[config.mk]
export PLATFORM = sky130hd
export DESIGN_NAME = game_set_sprite_fetch_flat
export DESIGN_NICKNAME = d
export VERILOG_FILES = /design/src/rtl/game_set_pkg.sv /design/src/rtl/game_set_sprite_fetch_if.sv /design/src/rtl/sprite_addr_gen.sv /design/src/rtl/game_set_sprite_fetch.sv /design/src/flat_wrapper.sv
export SDC_FILE = /design/constraint.sdc
export NUM_CORES = 1
export LEC_CHECK = 0
export CAP_MARGIN = 20
export CORE_UTILIZATION = 54
export DETAILED_ROUTE_END_ITERATION = 12
export GPL_ROUTABILITY_DRIVEN = 0
export HOLD_SLACK_MARGIN = 0.12
export PLACE_DENSITY = 0.8
export SYNTH_ARGS = -nofsm -noshare
export SYNTH_HDL_FRONTEND = slang
export SYNTH_HIERARCHICAL = 1
export SYNTH_SLANG_ARGS = --single-unit
[constraint.sdc]
create_clock -name Clk -period 4.5 [get_ports Clk]
set_input_delay 1.125 -clock Clk [delete_from_list [all_inputs] [get_ports Clk]]
set_output_delay 1.125 -clock Clk [all_outputs]
set_load 0.005 [all_outputs]
[src/rtl/game_set_pkg.sv]
// Shared constants and types for the "GAME SET" banner sprite fetch.
// Holds the default banner geometry, the animation timing, the derived
// slide target and ROM address width, and the animation state type.
package game_set_pkg;

  localparam int unsigned IMG_W       = 160;
  localparam int unsigned IMG_H       = 40;
  localparam int unsigned SCREEN_W    = 640;
  localparam int unsigned Y_POS       = 220;
  localparam int unsigned SLIDE_STEP  = 8;
  localparam int unsigned HOLD_FRAMES = 120;
  localparam int unsigned BLINK_HALF  = 8;
  localparam int unsigned TRANSP_IDX  = 0;

  // Final resting column: banner centred horizontally
  localparam int unsigned X_TGT  = (SCREEN_W - IMG_W) / 2;
  localparam int unsigned ADDR_W = $clog2(IMG_W * IMG_H);

  localparam int unsigned XW = 11;                    // x_pos / box maths width
  localparam int unsigned DW = 10;                    // beam coordinate width
  localparam int unsigned PW = 3;                     // palette index width
  localparam int unsigned CW = $clog2(HOLD_FRAMES);   // HOLD frame counter width

  typedef enum logic [1:0] {
    IDLE  = 2'd0,
    SLIDE = 2'd1,
    HOLD  = 2'd2,
    DONE  = 2'd3
  } state_t;

endpackage

[src/rtl/game_set_sprite_fetch_if.sv]
// Sprite ROM bus between the banner fetch logic and its synchronous ROM.
//   rom_addr : word address driven by the fetch block (master)
//   rom_q    : palette index returned by the ROM one cycle after rom_addr
interface game_set_sprite_fetch_if;
  import game_set_pkg::*;

  logic [ADDR_W-1:0] rom_addr;
  logic [PW-1:0]     rom_q;

  modport master (output rom_addr, input rom_q);
  modport slave  (input rom_addr, output rom_q);

endinterface

[src/rtl/sprite_addr_gen.sv]
// Combinational box test and ROM address for a rectangular sprite whose
// left edge sits at x_pos and top edge at Y_POS.
//   drawx, drawy : beam position
//   x_pos        : current sprite left column (may extend past the screen)
//   in_box_c     : beam lies inside the sprite rectangle
//   addr_c       : row-major sprite address, 0 outside the box
module sprite_addr_gen
  import game_set_pkg::*;
#(
  parameter int unsigned SPR_W   = IMG_W,
  parameter int unsigned SPR_H   = IMG_H,
  parameter int unsigned SPR_Y   = Y_POS,
  parameter int unsigned SPR_AW  = ADDR_W
) (
  input  logic [DW-1:0]     drawx,
  input  logic [DW-1:0]     drawy,
  input  logic [XW-1:0]     x_pos,
  output logic              in_box_c,
  output logic [SPR_AW-1:0] addr_c
);

  logic [XW-1:0] px;
  logic [XW-1:0] py;
  logic [XW-1:0] dx;
  logic [XW-1:0] dy;

  // All comparisons in XW bits so x_pos + SPR_W cannot wrap
  always_comb begin
    px       = XW'(drawx);
    py       = XW'(drawy);
    dx       = px - x_pos;
    dy       = py - XW'(SPR_Y);
    in_box_c = (px >= x_pos) && (px < x_pos + XW'(SPR_W)) &&
               (py >= XW'(SPR_Y)) && (py < XW'(SPR_Y + SPR_H));
    addr_c   = '0;
    if (in_box_c) begin
      addr_c = SPR_AW'(SPR_AW'(dy) * SPR_AW'(SPR_W)) + SPR_AW'(dx);
    end
  end

endmodule

[src/rtl/game_set_sprite_fetch.sv]
// "GAME SET" banner: slide-in / blink / hold animation and sprite fetch.
// Converts the beam position into a palette index with a fixed two-cycle
// latency, through an external synchronous sprite ROM.
//   Clk, Reset  : single clock, synchronous active-high reset
//   frame_start : one pulse per frame (blanking); advances the animation
//   start       : (re)starts the animation from off-screen right
//   DrawX/DrawY : beam column / row
//   rom         : sprite ROM bus (address out, data in one cycle later)
//   pal_index   : palette index, 0 whenever pixel_on is 0
//   pixel_on    : opaque, visible banner pixel
//   busy / done : animation running / finished
module game_set_sprite_fetch
  import game_set_pkg::*;
(
  input  logic                    Clk,
  input  logic                    Reset,
  input  logic                    frame_start,
  input  logic                    start,
  input  logic [DW-1:0]           DrawX,
  input  logic [DW-1:0]           DrawY,
  game_set_sprite_fetch_if.master rom,
  output logic [PW-1:0]           pal_index,
  output logic                    pixel_on,
  output logic                    busy,
  output logic                    done
);

  state_t          state;
  logic [XW-1:0]   x_pos;
  logic [CW-1:0]   frame_cnt;
  logic [CW-1:0]   blink_phase;

  logic              in_box_c;
  logic [ADDR_W-1:0] addr_c;
  logic              vis_c;
  logic              pix_next_c;

  logic in_box_q;
  logic vis_q;
  logic in_box_d;
  logic vis_d;

  sprite_addr_gen u_addr (
    .drawx    (DrawX),
    .drawy    (DrawY),
    .x_pos    (x_pos),
    .in_box_c (in_box_c),
    .addr_c   (addr_c)
  );

  // Banner visibility: blinks in HOLD on BLINK_HALF-frame half periods
  always_comb begin
    blink_phase = CW'(frame_cnt / CW'(BLINK_HALF));
    vis_c       = (state == SLIDE) || (state == DONE) ||
                  ((state == HOLD) && !blink_phase[0]);
    pix_next_c  = in_box_d && vis_d && (rom.rom_q != PW'(TRANSP_IDX));
  end

  // Animation FSM; start wins over a coincident frame_start
  always_ff @(posedge Clk) begin
    if (Reset) begin
      state     <= IDLE;
      x_pos     <= XW'(SCREEN_W);
      frame_cnt <= '0;
      busy      <= 1'b0;
      done      <= 1'b0;
    end else if (start) begin
      state     <= SLIDE;
      x_pos     <= XW'(SCREEN_W);
      frame_cnt <= '0;
      busy      <= 1'b1;
      done      <= 1'b0;
    end else if (frame_start) begin
      case (state)
        SLIDE: begin
          // x_pos - SLIDE_STEP <= X_TGT, rearranged to avoid underflow
          if (x_pos <= XW'(X_TGT + SLIDE_STEP)) begin
            x_pos <= XW'(X_TGT);
            state <= HOLD;
          end else begin
            x_pos <= x_pos - XW'(SLIDE_STEP);
          end
        end
        HOLD: begin
          if (frame_cnt == CW'(HOLD_FRAMES - 1)) begin
            state <= DONE;
            busy  <= 1'b0;
            done  <= 1'b1;
          end else begin
            frame_cnt <= frame_cnt + CW'(1);
          end
        end
        default: ;
      endcase
    end
  end

  // Fetch pipeline: address stage, ROM stage, registered outputs
  always_ff @(posedge Clk) begin
    if (Reset) begin
      rom.rom_addr <= '0;
      in_box_q     <= 1'b0;
      vis_q        <= 1'b0;
      in_box_d     <= 1'b0;
      vis_d        <= 1'b0;
      pixel_on     <= 1'b0;
      pal_index    <= '0;
    end else begin
      rom.rom_addr <= addr_c;
      in_box_q     <= in_box_c;
      vis_q        <= vis_c;
      in_box_d     <= in_box_q;
      vis_d        <= vis_q;
      pixel_on     <= pix_next_c;
      pal_index    <= pix_next_c ? rom.rom_q : '0;
    end
  end

endmodule

[src/flat_wrapper.sv]
// flat-port wrapper written by rule: the top's interface ports become plain ports
module game_set_sprite_fetch_flat import game_set_pkg::*;
  (Clk, Reset, frame_start, start, DrawX, DrawY, pal_index, pixel_on, busy, done, rom_rom_addr, rom_rom_q);
  game_set_sprite_fetch_if rom_i ();
  input  logic Clk;
  input  logic Reset;
  input  logic frame_start;
  input  logic start;
  input  logic [DW-1:0] DrawX;
  input  logic [DW-1:0] DrawY;
  output logic [PW-1:0] pal_index;
  output logic pixel_on;
  output logic busy;
  output logic done;
  output wire logic [$bits(rom_i.rom_addr)-1:0] rom_rom_addr;
  input wire logic [$bits(rom_i.rom_q)-1:0] rom_rom_q;
  assign rom_rom_addr = rom_i.rom_addr;
  assign rom_i.rom_q = rom_rom_q;
  game_set_sprite_fetch u_core (.Clk(Clk), .Reset(Reset), .frame_start(frame_start), .start(start), .DrawX(DrawX), .DrawY(DrawY), .rom(rom_i), .pal_index(pal_index), .pixel_on(pixel_on), .busy(busy), .done(done));
endmodule
==> run metrics <==
CP Launch Type=input pin; Crit. Startpoint=DrawX[3]; Clock Latency Late Sink=300 ps; R2R setup slack=1110 ps; register area=801 µm²; Post-synth top flop=dfxtp_1; Cell Rows=26; CTS max path bufs=2; largest net degree at the start of global routing=23; slew margin rel.=54.0%; WP data arrival=4290 ps; 1st-iter DRT viols=103; Multi-input gate area=0.00193 mm²; fill cell count=468; Layout area overhead=21.8%; GR Util All Layers=21.4%; Synth top area share=27.8%; fmax=0.242 GHz; cell taking the most area after synthesis=dfxtp_1; I/O Pins=46; GRT overflow=0; syn avg cell area=8.31 µm²; post-synthesis sequential area ratio=27.8%; Final Max Tran Viols=0; number of global-route vias before repair=2,132; Die Height=75.1 µm; PostCTS Resize Cnt=0; CP max FO=5; Critical Setup Path Class=in -> reg; CTS tree=built; Starting Density=56.1%; CTS hold repair buffers=0; area of the mapped netlist=0.00289 mm²; Hold WS=444 ps; WL met3=191 µm; highest routed layer=met4; Synth top cells by count=nor2_1 (41), dfxtp_1 (40), ha_1 (39); Yosys reg bits=40; Worst-Margin Slew=688 ps; min Tclk post-route=4130 ps; postcts setup bufs=0; Synth area leaders=dfxtp_1 (28%), ha_1 (17%), nor2_1 (5.3%); Core Area=0.00514 mm²; Final setup viols=0; Yosys warnings=6; Pre-antenna DRT Iters=4; Die Area=0.00564 mm²; # diodes=0; Cells after Synth=347; initial antenna violation count=0; leakage=1.46 nW; layout net count=463; Worst-path clk slew=80 ps; Async S/R FF share, synth=0%; clk_skew=6.82 ps; Worst Hold Class=reg -> reg; Clock Sinks=40; setup TNS=0 ps; WL met1=2890 µm; dominant cell by count in the synthesized netlist=nor2_1; dpl hpwl=4570 µm; wire per inst=12.1 µm; CP endpoint kind=register; Hold Path Origin=u_core/in_box_q; final hold viol count=0; number of max-cap violations=0; number of port buffers=45; pwr dens=273 mW/mm²; CTS root buf=clkbuf_8; Post-DRT Antenna Nets=0; WP data required=4660 ps; mean number of vias per cell=5.19; first-pass GRT wire length=9280 µm; RSZ-0062 raised after global routing=no; Peak VDD IR=0.000159 V; DR WL met2=2490 µm; Num CTS Buffers=5; Final Core Density=68.4%; Synth cell types=55; H-tree Lvls=2; Post-Route WL=5640 µm; EDFF count, synth=0; # DRC=0; run status=finished clean; R2R Path Start=u_core/x_pos[3]; layout cells sized above 1=3.80%; Tcrit/Tclk final=91.8%; die width=75.1 µm; Vias=2,414; PnR Total Power=960 µW
==> metal layers <==
| layer | up-vias | GRT usage, % |
|---|---|---|
| met5 | - | 0 |
| met4 | 0 | 6.29 |
| met3 | 7 | 3.61 |
| met2 | 48 | 34.6 |
| met1 | 1081 | 29.3 |
| li1 | 1278 | - |
==> final timing paths <==
path / cells past startpoint / to
setup / recovery: 15 / u_core/rom.rom_addr[12]
hold / removal: 1 / u_core/in_box_d
setup reg to reg: 15 / u_core/rom.rom_addr[12]
hold reg to reg: 1 / u_core/in_box_d
==> layout by cell type (no fill, tap or decap), types with 4 or more instances in the layout <==
master / count
a21o_1: 4
inv_1: 34
nor2b_1: 19
nand3_1: 5
nor3_1: 13
nand2_1: 14
and2_1: 4
dfxtp_1: 40
a21oi_1: 17
xnor2_1: 17
nand2b_1: 9
a31oi_1: 4
clkbuf_8: 6
nor2_1: 41
nand4_1: 5
o21ai_0: 13
clkdlybuf4s50_1: 45
ha_1: 39
xor2_1: 14
o21a_1: 5
==> sequential cells by signal (all words and copies together), names as in the netlist <==
| name | flops |
|---|---|
| u_core/in_box_q | 1 |
| u_core/rom.rom_addr | 13 |
| u_core/vis_d | 1 |
| u_core/x_pos | 8 |
| u_core/done | 1 |
| u_core/pixel_on | 1 |
| u_core/pal_index | 3 |
| u_core/frame_cnt | 7 |
| u_core/vis_q | 1 |
| u_core/busy | 1 |
| u_core/state | 2 |
| u_core/in_box_d | 1 |
==> power breakdown <==
group	switching [mW]	internal (mW)
clock network	0.125	0.181
registers	0.00474	0.358
logic	0.153	0.138
total	0.282	0.678
==> critical path, cell delays in order <==
cell	delay [ps]
clkdlybuf4s50_1	420
ha_1	380
nand3_1	130
o21bai_1	220
a21oi_1	240
o21a_1	200
nor2_1	60
ha_1	340
nand2_1	60
o21ai_0	340
nor4_1	100
nor4_1	340
xnor2_1	160
nor2_1	40
nor2b_1	130
==> kinds of logic (layout without fill, tap and decap cells) <==
| family | count (synthesis) | count (layout) | synth area share (%) |
|---|---|---|---|
| and+or+nand+nor | 126 | 126 | 22.9 |
| other | 1 | 3 | 0.130 |
| xor gates and xnor gates | 31 | 31 | 9.41 |
| DFF | 40 | 40 | 27.8 |
| muxes | 1 | 1 | 0.347 |
| AOI/OAI and AO/OA | 65 | 65 | 14.7 |
| buffers and inverters | 41 | 87 | 5.72 |
| adders and majority gates | 42 | 42 | 19.0 |
==> layout make-up <==
cell class	instances	share of cell area (%)
flip-flops and latches	40	22.8
well taps	70	2.49
clock inverters	2	1.10
multi-input cells	268	54.8
clock buffers	6	2.35
inverters	34	3.63
repair buffers	45	12.8
==> through the flow <==
| stage | setup slack (ps) | cells | area, µm² |
|---|---|---|---|
| after floorplan | 922 | 349 | 2890 |
| after global placement | 177 | 457 | 3390 |
| after detailed placement | 80.8 | 457 | 3390 |
| after CTS | 392 | 465 | 3510 |
| after global routing | 34.3 | 465 | 3510 |
| final | 369 | 465 | 3510 |
Note: power is estimated with default switching activity, not from simulation.
